### config.mk
export PLATFORM = sky130hd
export DESIGN_NAME = fadd_pipe
export DESIGN_NICKNAME = d
export VERILOG_FILES = /design/src/rtl/fadd_pipe.sv
export SDC_FILE = /design/constraint.sdc
export NUM_CORES = 1
export LEC_CHECK = 0
export CORE_MARGIN = 8
export CORE_UTILIZATION = 50
export CTS_CLUSTER_DIAMETER = 200
export DETAILED_ROUTE_END_ITERATION = 12
export GPL_TIMING_DRIVEN = 1
export PLACE_DENSITY = 0.69
export SYNTH_ARGS = -nofsm -noshare
export SYNTH_HDL_FRONTEND = slang
export SYNTH_SLANG_ARGS = --single-unit
### constraint.sdc
create_clock -name clk_i -period 13.55 [get_ports clk_i]
set_clock_uncertainty 0.2 [all_clocks]
set_input_delay 2.71 -clock clk_i [delete_from_list [all_inputs] [get_ports clk_i]]
set_output_delay 2.71 -clock clk_i [all_outputs]
set_load 0.05 [all_outputs]
### src/rtl/fadd_pipe.sv
// Pipelined floating-point adder/subtractor: input register, unpack/align,
// add/normalise, round/pack. Valid/ready handshake with per-stage stalling.
module fadd_pipe #(
    parameter int EXPWIDTH  = 8,
    parameter int PRECISION = 24,
    parameter int TAGW      = 4
) (
    input  logic                            clk_i,
    input  logic                            rst_ni,
    input  logic                            in_valid_i,
    output logic                            in_ready_o,
    input  logic [EXPWIDTH+PRECISION-1:0]   a_i,
    input  logic [EXPWIDTH+PRECISION-1:0]   b_i,
    input  logic                            sub_i,
    input  logic [2:0]                      RM_i,
    input  logic [TAGW-1:0]                 tag_i,
    output logic                            out_valid_o,
    input  logic                            out_ready_i,
    output logic [EXPWIDTH+PRECISION-1:0]   result_o,
    output logic [4:0]                      fflags_o,
    output logic [TAGW-1:0]                 tag_o
);

    localparam int E   = EXPWIDTH;
    localparam int P   = PRECISION;
    localparam int W   = E + P;
    localparam int F   = P - 1;
    localparam int N   = P + 3;
    localparam int SHW = $clog2(N + 1);
    localparam int CW  = ((E > SHW) ? E : SHW) + 1;

    localparam logic [E-1:0] EXP_ONES = '1;
    localparam logic [E:0]   N_E      = (E+1)'(N);
    localparam logic [W-1:0] QNAN     = {1'b0, {E{1'b1}}, 1'b1, {(F-1){1'b0}}};

    localparam logic [2:0] RM_RNE = 3'd0;
    localparam logic [2:0] RM_RTZ = 3'd1;
    localparam logic [2:0] RM_RDN = 3'd2;
    localparam logic [2:0] RM_RUP = 3'd3;
    localparam logic [2:0] RM_RMM = 3'd4;

    // A stage loads whenever it is empty or its content moves on this edge.
    logic w_en1, w_en2, w_en3, w_en_o;
    logic r1_v, r2_v, r3_v, r_out_v;

    assign w_en_o     = !r_out_v || out_ready_i;
    assign w_en3      = !r3_v || w_en_o;
    assign w_en2      = !r2_v || w_en3;
    assign w_en1      = !r1_v || w_en2;
    assign in_ready_o = w_en1;

    // ---------------- input register ----------------
    logic [W-1:0]    r1_a, r1_b;
    logic            r1_sub;
    logic [2:0]      r1_rm;
    logic [TAGW-1:0] r1_tag;

    always_ff @(posedge clk_i or negedge rst_ni) begin
        if (!rst_ni) begin
            r1_v   <= 1'b0;
            r1_a   <= '0;
            r1_b   <= '0;
            r1_sub <= 1'b0;
            r1_rm  <= '0;
            r1_tag <= '0;
        end else if (w_en1) begin
            r1_v <= in_valid_i;
            if (in_valid_i) begin
                r1_a   <= a_i;
                r1_b   <= b_i;
                r1_sub <= sub_i;
                r1_rm  <= RM_i;
                r1_tag <= tag_i;
            end
        end
    end

    // ---------------- S1: unpack, specials, swap, align ----------------
    logic           w_sa, w_sb, w_sx, w_a_ge, w_eff_sub, w_near;
    logic [E-1:0]   w_ea, w_eb, w_eam, w_ebm, w_ex, w_ey, w_d;
    logic [F-1:0]   w_fa, w_fb;
    logic [P-1:0]   w_ma, w_mb, w_mx, w_my;
    logic           w_a_nan, w_b_nan, w_a_snan, w_b_snan, w_a_inf, w_b_inf;
    logic           w_spec1, w_spec_nv1;
    logic [W-1:0]   w_spec_res1;
    logic [SHW-1:0] w_sh;
    logic [2*N-1:0] w_wide;
    logic [N-1:0]   w_my_al;
    logic [2:0]     w_rm1;

    always_comb begin
        w_sa     = r1_a[W-1];
        w_sb     = r1_b[W-1] ^ r1_sub;
        w_ea     = r1_a[W-2:F];
        w_eb     = r1_b[W-2:F];
        w_fa     = r1_a[F-1:0];
        w_fb     = r1_b[F-1:0];
        w_a_nan  = (w_ea == EXP_ONES) && (w_fa != '0);
        w_b_nan  = (w_eb == EXP_ONES) && (w_fb != '0);
        w_a_snan = w_a_nan && !w_fa[F-1];
        w_b_snan = w_b_nan && !w_fb[F-1];
        w_a_inf  = (w_ea == EXP_ONES) && (w_fa == '0);
        w_b_inf  = (w_eb == EXP_ONES) && (w_fb == '0);
        w_rm1    = (r1_rm > RM_RMM) ? RM_RNE : r1_rm;

        w_spec1     = w_a_nan || w_b_nan || w_a_inf || w_b_inf;
        w_spec_nv1  = 1'b0;
        w_spec_res1 = QNAN;
        if (w_a_nan || w_b_nan) begin
            w_spec_nv1 = w_a_snan || w_b_snan;
        end else if (w_a_inf && w_b_inf && (w_sa != w_sb)) begin
            w_spec_nv1 = 1'b1;
        end else if (w_a_inf) begin
            w_spec_res1 = {w_sa, EXP_ONES, {F{1'b0}}};
        end else if (w_b_inf) begin
            w_spec_res1 = {w_sb, EXP_ONES, {F{1'b0}}};
        end

        // Subnormals: hidden bit 0, exponent treated as 1.
        w_ma  = {(w_ea != '0), w_fa};
        w_mb  = {(w_eb != '0), w_fb};
        w_eam = (w_ea == '0) ? E'(1) : w_ea;
        w_ebm = (w_eb == '0) ? E'(1) : w_eb;

        w_a_ge = {w_eam, w_ma} >= {w_ebm, w_mb};
        w_sx   = w_a_ge ? w_sa  : w_sb;
        w_ex   = w_a_ge ? w_eam : w_ebm;
        w_mx   = w_a_ge ? w_ma  : w_mb;
        w_ey   = w_a_ge ? w_ebm : w_eam;
        w_my   = w_a_ge ? w_mb  : w_ma;
        w_d    = w_ex - w_ey;

        w_eff_sub = w_sa ^ w_sb;
        w_near    = w_eff_sub && (w_d <= E'(1));

        w_sh    = ({1'b0, w_d} >= N_E) ? SHW'(N) : SHW'(w_d);
        w_wide  = {w_my, 3'b000, {N{1'b0}}} >> w_sh;
        w_my_al = {w_wide[2*N-1:N+1], w_wide[N] | (|w_wide[N-1:0])};
    end

    logic            r2_sign, r2_sub, r2_near, r2_spec, r2_spec_nv;
    logic [E-1:0]    r2_ex;
    logic [P-1:0]    r2_mx;
    logic [N-1:0]    r2_my;
    logic [2:0]      r2_rm;
    logic [TAGW-1:0] r2_tag;
    logic [W-1:0]    r2_spec_res;

    always_ff @(posedge clk_i or negedge rst_ni) begin
        if (!rst_ni) begin
            r2_v        <= 1'b0;
            r2_sign     <= 1'b0;
            r2_sub      <= 1'b0;
            r2_near     <= 1'b0;
            r2_spec     <= 1'b0;
            r2_spec_nv  <= 1'b0;
            r2_ex       <= '0;
            r2_mx       <= '0;
            r2_my       <= '0;
            r2_rm       <= '0;
            r2_tag      <= '0;
            r2_spec_res <= '0;
        end else if (w_en2) begin
            r2_v <= r1_v;
            if (r1_v) begin
                r2_sign     <= w_sx;
                r2_sub      <= w_eff_sub;
                r2_near     <= w_near;
                r2_spec     <= w_spec1;
                r2_spec_nv  <= w_spec_nv1;
                r2_ex       <= w_ex;
                r2_mx       <= w_mx;
                r2_my       <= w_my_al;
                r2_rm       <= w_rm1;
                r2_tag      <= r1_tag;
                r2_spec_res <= w_spec_res1;
            end
        end
    end

    // ---------------- S2: add/sub and normalise ----------------
    logic [N:0]     w_sum;
    logic [SHW-1:0] w_lz;
    logic [CW-1:0]  w_lim, w_lsh;
    logic [N-1:0]   w_mant2;
    logic [E:0]     w_exp2;
    logic           w_zero2;

    always_comb begin
        if (r2_sub) begin
            w_sum = {1'b0, r2_mx, 3'b000} - {1'b0, r2_my};
        end else begin
            w_sum = {1'b0, r2_mx, 3'b000} + {1'b0, r2_my};
        end
        w_zero2 = (w_sum == '0);

        w_lz = SHW'(N);
        for (int i = 0; i < N; i++) begin
            if (w_sum[i]) w_lz = SHW'(N - 1 - i);
        end

        // Left shift stops at exponent 1 so the result lands on a subnormal.
        w_lim = CW'(r2_ex) - CW'(1);
        w_lsh = '0;
        if (r2_near) begin
            w_lsh = (CW'(w_lz) > w_lim) ? w_lim : CW'(w_lz);
        end else if (!w_sum[N-1] && (r2_ex > E'(1))) begin
            w_lsh = CW'(1);
        end

        if (w_sum[N]) begin
            w_mant2 = {w_sum[N:2], |w_sum[1:0]};
            w_exp2  = {1'b0, r2_ex} + (E+1)'(1);
        end else begin
            w_mant2 = w_sum[N-1:0] << w_lsh;
            w_exp2  = (E+1)'(CW'(r2_ex) - w_lsh);
        end
    end

    logic            r3_sign, r3_sub, r3_zero, r3_spec, r3_spec_nv;
    logic [E:0]      r3_exp;
    logic [N-1:0]    r3_mant;
    logic [2:0]      r3_rm;
    logic [TAGW-1:0] r3_tag;
    logic [W-1:0]    r3_spec_res;

    always_ff @(posedge clk_i or negedge rst_ni) begin
        if (!rst_ni) begin
            r3_v        <= 1'b0;
            r3_sign     <= 1'b0;
            r3_sub      <= 1'b0;
            r3_zero     <= 1'b0;
            r3_spec     <= 1'b0;
            r3_spec_nv  <= 1'b0;
            r3_exp      <= '0;
            r3_mant     <= '0;
            r3_rm       <= '0;
            r3_tag      <= '0;
            r3_spec_res <= '0;
        end else if (w_en3) begin
            r3_v <= r2_v;
            if (r2_v) begin
                r3_sign     <= r2_sign;
                r3_sub      <= r2_sub;
                r3_zero     <= w_zero2;
                r3_spec     <= r2_spec;
                r3_spec_nv  <= r2_spec_nv;
                r3_exp      <= w_exp2;
                r3_mant     <= w_mant2;
                r3_rm       <= r2_rm;
                r3_tag      <= r2_tag;
                r3_spec_res <= r2_spec_res;
            end
        end
    end

    // ---------------- S3: round, overflow, pack ----------------
    logic         w_lsb, w_g, w_rs, w_nx, w_rup, w_ovf, w_uf, w_use_max;
    logic [P:0]   w_sig_r;
    logic [P-1:0] w_sig;
    logic [E:0]   w_exp3;
    logic [W-1:0] w_res3;
    logic [4:0]   w_flags3;

    always_comb begin
        w_lsb = r3_mant[3];
        w_g   = r3_mant[2];
        w_rs  = |r3_mant[1:0];
        w_nx  = |r3_mant[2:0];
        case (r3_rm)
            RM_RTZ:  w_rup = 1'b0;
            RM_RDN:  w_rup = w_nx && r3_sign;
            RM_RUP:  w_rup = w_nx && !r3_sign;
            RM_RMM:  w_rup = w_g;
            default: w_rup = w_g && (w_rs || w_lsb);
        endcase

        w_sig_r = {1'b0, r3_mant[N-1:3]} + (P+1)'(w_rup);
        if (w_sig_r[P]) begin
            w_sig  = w_sig_r[P:1];
            w_exp3 = r3_exp + (E+1)'(1);
        end else begin
            w_sig  = w_sig_r[P-1:0];
            w_exp3 = r3_exp;
        end

        w_ovf     = w_sig[P-1] && (w_exp3 >= {1'b0, EXP_ONES});
        w_uf      = !w_sig[P-1] && w_nx;
        w_use_max = (r3_rm == RM_RTZ) || ((r3_rm == RM_RDN) && !r3_sign) ||
                    ((r3_rm == RM_RUP) && r3_sign);

        w_res3   = {r3_sign, (w_sig[P-1] ? w_exp3[E-1:0] : {E{1'b0}}), w_sig[F-1:0]};
        w_flags3 = {3'b000, w_uf, w_nx};
        if (r3_spec) begin
            w_res3   = r3_spec_res;
            w_flags3 = {r3_spec_nv, 4'b0000};
        end else if (r3_zero) begin
            // Exact cancellation is +0 except under RDN; like-signed zeros keep their sign.
            w_res3   = {(r3_sub ? (r3_rm == RM_RDN) : r3_sign), {(W-1){1'b0}}};
            w_flags3 = '0;
        end else if (w_ovf) begin
            w_res3   = w_use_max ? {r3_sign, EXP_ONES - E'(1), {F{1'b1}}}
                                 : {r3_sign, EXP_ONES, {F{1'b0}}};
            w_flags3 = 5'b00101;
        end
    end

    logic [W-1:0]    r_res;
    logic [4:0]      r_flags;
    logic [TAGW-1:0] r_tag;

    always_ff @(posedge clk_i or negedge rst_ni) begin
        if (!rst_ni) begin
            r_out_v <= 1'b0;
            r_res   <= '0;
            r_flags <= '0;
            r_tag   <= '0;
        end else if (w_en_o) begin
            r_out_v <= r3_v;
            if (r3_v) begin
                r_res   <= w_res3;
                r_flags <= w_flags3;
                r_tag   <= r3_tag;
            end
        end
    end

    assign out_valid_o = r_out_v;
    assign result_o    = r_res;
    assign fflags_o    = r_flags;
    assign tag_o       = r_tag;

endmodule

==> reports/results.tsv, run 1 <==
metric	value	unit
min_path_type	reg -> reg	
core_area	37490	sq um
fillers	3552	
post-route-period-util	67.94	%
worstPathRequired	13.78	ns
synth-edff-count	0	
dp_cells	2792	
yosysSeqAreaShare	31.87	%
final_nets	2491	
syn_area_per_cell	8.325	sq um
synthTopCellsByArea	dfrtp_1 32%, ha_1 6.7%, mux2_2 5.7%, nand2_1 5.6%, o21ai_0 4.9%	
grt_pass1_wl	94.31	mm
start_util	50.48	%
cts_buffers	28	
slowest_delay	0.97	ns
numPortBuffers	117	
yosysWarnings	0	
grt_max_degree	98	
ctsResizeCount	0	
synth_seq_cells	241	
slowest_stage	a2111oi_2	
cts_setup_buffers	0	
power_density	255.3	nW/um^2
post_route_cells_drive_above_1_share	9.216	%
via_per_inst	6.248	
finalSetupViolCount	0	
track_usage	26.08	%
max_slew_margin	22.86	%
status	complete, no violations	
layout_min_cycle_time	9.206	ns
n_antenna_cell	0	
hold_path_depth	2	
die_area	44330	sq um
clkTransAtPathRegs	0.06	ns
endpoint_kind	flop	
ir_worst_vdd	0.0001095	V
synth_top_cell_by_area	dfrtp_1	
clk_path_buf_depth	3	
power_leakage	8.910	nW
antenna_found_initial	0	
drt_iter0_markers	1298	
finalPower	0.005418	W
max_freq	0.1086	GHz
synth_top_area_share	31.87	%
vias	17770	
firstDrtPassIters	6	
drcViolationCount	0	
io_pins	119	
ys_async_sr_fraction	100.0	%
hpwl	45.77	mm
finalSetupTns	0	ns
yosys.cell_types.count	108	
hold_buffers	0	
ant_nets	0	
slew_violations	0	
rr_worst_depth	36	
post-synth-top-count-cell	nand2_1	
rows	71	
insertion_delay	0.58	ns
crit_type	reg -> reg	
cts_root_buf	clkbuf_16	
crit_fanout	24	
die_h	210.5	microns
wire_per_inst	21.07	microns
h-tree-depth	1	
clock_sinks	241	
synth_commonest_cells	282 x nand2_1, 241 x dfrtp_1, 186 x o21ai_0	
grt_pass1_vias	17170	
cts_tree	yes	
place_congestion	0.9753	
hold_viol_final	0	
syn_area	18920	sq um
instances_no_fill	2844	
worst_ep_arrival_time	9.43	ns
syn_nets	2453	
synthToLayoutAreaGrowth	12.17	%
rsz0062_at_grt	no	
synth_flop_cell	dfrtp_1	
tightest_slew	1.155	ns
worstSetupStartpointType	flop	
dieWidth	210.5	microns
grt_remaining_overflow	0	
synthCells	2273	
max_cap_violations	0	
drt-total-wl	59.91	mm
==> stage by stage <==
step	hold WS (ns)	util [%]	area, sq um	setup slack (ns)
final	0.2519	56.62	21230	4.344
after global routing	0.2803	56.62	21230	3.680
after CTS	0.2567	56.62	21230	4.461
after detailed placement	0.2421	54.28	20350	4.517
after global placement	0.2445	54.28	20350	4.715
after floorplan	0.2300	-	18920	5.991
==> placed cells by master (no fill, tap or decap), types with 16 or more instances in the layout <==
cell,n
or3_1,16
nor3_1,51
o21a_1,23
a31oi_1,24
xor2_1,29
o211ai_1,26
nor2_1,176
o21ai_0,186
nand2_1,278
nor2b_1,17
dfrtp_1,241
a21oi_1,171
buf_4,20
nand3_1,42
a21o_1,25
nor4_1,28
mux2i_1,66
clkbuf_16,28
mux2_2,95
a211oi_1,29
nand2b_1,21
xnor2_1,39
ha_1,102
nand4_1,25
inv_1,111
clkdlybuf4s50_1,116
o22ai_1,27
==> final cells by class <==
cell class | instances | area (sq um) | area share (%)
sequential | 241 | 6031 | 28.41
timing repair buffer | 137 | 1326 | 6.248
multi-input combinational | 1788 | 11920 | 56.16
clock inverter | 8 | 67.56 | 0.3183
inverter | 115 | 431.7 | 2.034
clock buffer | 44 | 810.8 | 3.820
tap | 511 | 639.4 | 3.012
==> flip-flops by register name, indices dropped and copies added (netlist names), 4 cells and up <==
register	cells
r1_a	32
r2_mx	24
r2_my	27
r1_tag	4
fflags_o	4
r2_tag	4
r3_exp	9
r3_mant	27
r2_ex	8
r3_tag	4
tag_o	4
result_o	32
r1_b	32
==> critical path, delay by kind of cell (launching register included) <==
| family | cells | cell delay (ns) |
|---|---|---|
| AND/OR/NAND/NOR | 8 | 0.95 |
| XOR/XNOR | 3 | 0.86 |
| adder cells (fa/ha/maj) | 4 | 1.37 |
| multiplexers | 1 | 0.49 |
| flip-flops | 1 | 0.35 |
| AO/OA/AOI/OAI | 18 | 4.41 |
| buffers and inverters | 2 | 0.44 |
==> where the power goes <==
group	internal (W)	total [W]	switching, W
logic	0.00126	0.00351	0.00225
registers	0.000936	0.00118	0.000241
clock network	0.000412	0.000733	0.000321
total	0.00260	0.00542	0.00281
==> final timing paths <==
check                           startpoint              end  slack [ns]
max                               r2_my[4]        r3_exp[8]        4.34
min                        r2_spec_res[30]  r3_spec_res[30]        0.25
max reg2reg                       r2_my[4]        r3_exp[8]        4.34
min reg2reg                r2_spec_res[30]  r3_spec_res[30]        0.25
max in group asynchronous           rst_ni      fflags_o[0]        9.65
min in group asynchronous           rst_ni         r1_a[30]        1.93
==> cells by family (layout without fill, tap and decap cells) <==
family | count (synthesis) | after routing | share of synthesized area (%)
AOI/OAI and AO/OA | 708 | 708 | 24.81
adders and majority gates | 105 | 105 | 7.009
xor gates and xnor gates | 69 | 69 | 3.233
buffers and inverters | 244 | 304 | 5.270
and+or+nand+nor | 744 | 744 | 18.64
other | 1 | 1 | 0.01982
muxes | 161 | 161 | 9.144
DFF | 241 | 241 | 31.87
==> per-layer routing <==
| metal | vias to the layer above | global-route usage, % | share of wire (%) |
|---|---|---|---|
| met1 | 8509 | 33.82 | 43 |
| li1 | 8402 | - | - |
| met5 | - | 0 | 0 |
| met3 | 174 | 3.758 | 6.1 |
| met4 | 0 | 13.37 | 6.0 |
| met2 | 685 | 42.08 | 45 |
No activity file was read; power rests on OpenSTA's default activity.
==> inputs of run 2 (changes only) <==
- PLACE_DENSITY: 0.69 -> 0.72
- clock period: 13.55 -> 8.15 ns (I/O delays scaled with it)
==> run 2 against run 1 <==
First-iteration DRC count grew 3.1%. Maximum frequency grew 19%. Via count grew 0.43%. Clock power grew 65%. Cell area grew 1.9%. Critical path depth shrank 3. Critical path type unchanged. Highest routed layer unchanged.
==> reports/results.tsv, run 2 (same netlist as run 1, synthesis figures left out) <==
metric	value	unit	change
finalSetupViolCount	0		unchanged
post_route_cells_drive_above_1_share	11.37	%	+2.1 points
slowest_delay	0.47	ns	-0.50 ns
place_congestion	0.9407		-3.5%
final_common_cell	nand2_1		
layout_min_cycle_time	7.759	ns	-1.447 ns
ir_worst_vdd	0.0002246	V	+110%
core_area	37490	sq um	unchanged
tightest_slew	0.9421	ns	-0.2127 ns
post-route-util	57.68	%	+1.1 points
crit_family	compound AO/OA/AOI/OAI gates		
max_slew_margin	37.19	%	+14 points
wire_per_inst	20.92	microns	-0.71%
crit_top_cell	nor2_1		
hpwl	45.98	mm	+0.46%
power_leakage	9.107	nW	+2.2%
clock_sinks	241		unchanged
hold_viol_final	0		unchanged
rows	71		unchanged
die_area	44330	sq um	unchanged
cts_buffers	28		unchanged
endpoint_kind	flop		
cts_tree	yes		
crit_fanout	29		+21%
h-tree-depth	1		unchanged
hold_buffers	0		unchanged
max_freq	0.1289	GHz	+19%
finalSetupTns	0	ns	unchanged
slew_violations	0		unchanged
worstSetupStartpointType	flop		
clkTransAtPathRegs	0.07	ns	about the same
status	complete, no violations		
worstPathRequired	8.39	ns	-5.39 ns
dieWidth	210.5	microns	unchanged
cts_root_buf	clkbuf_16		
crit_type	reg -> reg		
min_path_type	reg -> reg		
grt_max_degree	105		+7.1%
power_density	428.1	nW/um^2	+68%
start_util	50.48	%	unchanged
max_cap_violations	0		unchanged
insertion_delay	0.57	ns	about the same
ant_nets	0		unchanged
antenna_found_initial	0		unchanged
grt_pass1_wl	94.73	mm	+0.45%
drt-total-wl	60.01	mm	+0.16%
n_antenna_cell	0		unchanged
track_usage	26.11	%	+0.035 points
numPortBuffers	117		unchanged
grt_remaining_overflow	0		unchanged
cp_num_buf_inv	3		+1
drcViolationCount	0		unchanged
final_nets	2518		+1.1%
drt_iter0_markers	1338		+3.1%
vias	17850		+0.43%
die_h	210.5	microns	unchanged
layout_common_cells	278 x nand2_1, 241 x dfrtp_1, 186 x o21ai_0, 176 x nor2_1, 166 x a21oi_1		
clk_path_buf_depth	3		unchanged
post-route-period-util	95.20	%	+27 points
slowest_stage	a2111o_1		
io_pins	119		unchanged
via_per_inst	6.220		-0.45%
firstDrtPassIters	6		unchanged
synthToLayoutAreaGrowth	14.26	%	
grt_pass1_vias	17160		-0.070%
worst_ep_arrival_time	8.00	ns	-1.43 ns
-- run 2: cell count changes in the layout (fill, tap and decap cells not counted), sizes merged --
| cell | previous run | this run |
|---|---|---|
| buf | 21 | 47 |
| inv | 117 | 116 |
| clkdlybuf4s15 | 0 | 1 |
| clkinv | 4 | 7 |
| clkbuf | 44 | 40 |
-- run 2: path summary, 6_finish.rpt --
check,from,to,slack (ns),cells after the start
min in group asynchronous,rst_ni,r3_zero,0.85,1
min reg2reg,r2_spec_res[30],r3_spec_res[30],0.25,2
min,r2_spec_res[30],r3_spec_res[30],0.25,2
max reg2reg,r2_mx[7],r3_exp[8],0.39,33
max in group asynchronous,rst_ni,r2_my[13],5.39,2
max,r2_mx[7],r3_exp[8],0.39,33
-- run 2: cell type report --
cell class                      count  area [sq um]
Clock buffer                       40         817.0
Clock inverter                     10         62.56
Fill cell                        3465         15870
Inverter                          115         431.7
Multi-Input combinational cell   1788         12100
Sequential cell                   241          6031
Tap cell                          511         639.4
Timing Repair Buffer              164          1536
-- run 2: power by group --
group          total, W  switching, W  internal [W]
logic           0.00609       0.00384       0.00225
clock network   0.00121      0.000515      0.000694
registers       0.00196      0.000402       0.00156
total           0.00926       0.00476       0.00450
-- run 2: worst register-to-register path, delay by kind of cell (launching register included) --
kind / cells / cell delay, ns
fa+ha+maj: 3 / 0.95
flops: 1 / 0.42
simple gates: 12 / 2.45
xor+xnor: 2 / 0.29
buf+inv: 3 / 0.55
mux: 1 / 0.27
compound gates: 12 / 2.46
-- run 2: through the flow --
stage                     instances  area (sq um)  hold slack (ns)  power (W)  setup slack, ns
after floorplan                2273         18920           0.2300   0.006032           0.5909
after global placement         2811         20490           0.2424   0.007722           0.5252
after detailed placement       2811         20490           0.2455   0.007747           0.3043
after CTS                      2861         21370           0.2581   0.008999           0.2839
after global routing           2869         21620           0.2933   0.009854         -0.09204
final                          2869         21620           0.2545   0.009256           0.3909
-- run 2: repair_timing --
item	CTS	global route
gates resized for setup	0	30
hold endpoints to repair	0	0
endpoints found under the setup margin	0	4
buffers inserted	0	7
-- run 2: metal layers --
layer  global-route usage (%)  wire length (microns)  share of wire (%)
met1                    33.71                  25570                 43
met2                    42.36                  27450                 46
met3                    3.565                   3498                5.8
met4                    13.63                   3493                5.8
met5                        0                      0                  0
==> inputs of run 3 (changes only) <==
- SLEW_MARGIN: default -> 15
==> results of run 3 <==
No change in the layout: final DEF, timing and power equal those of run 2.
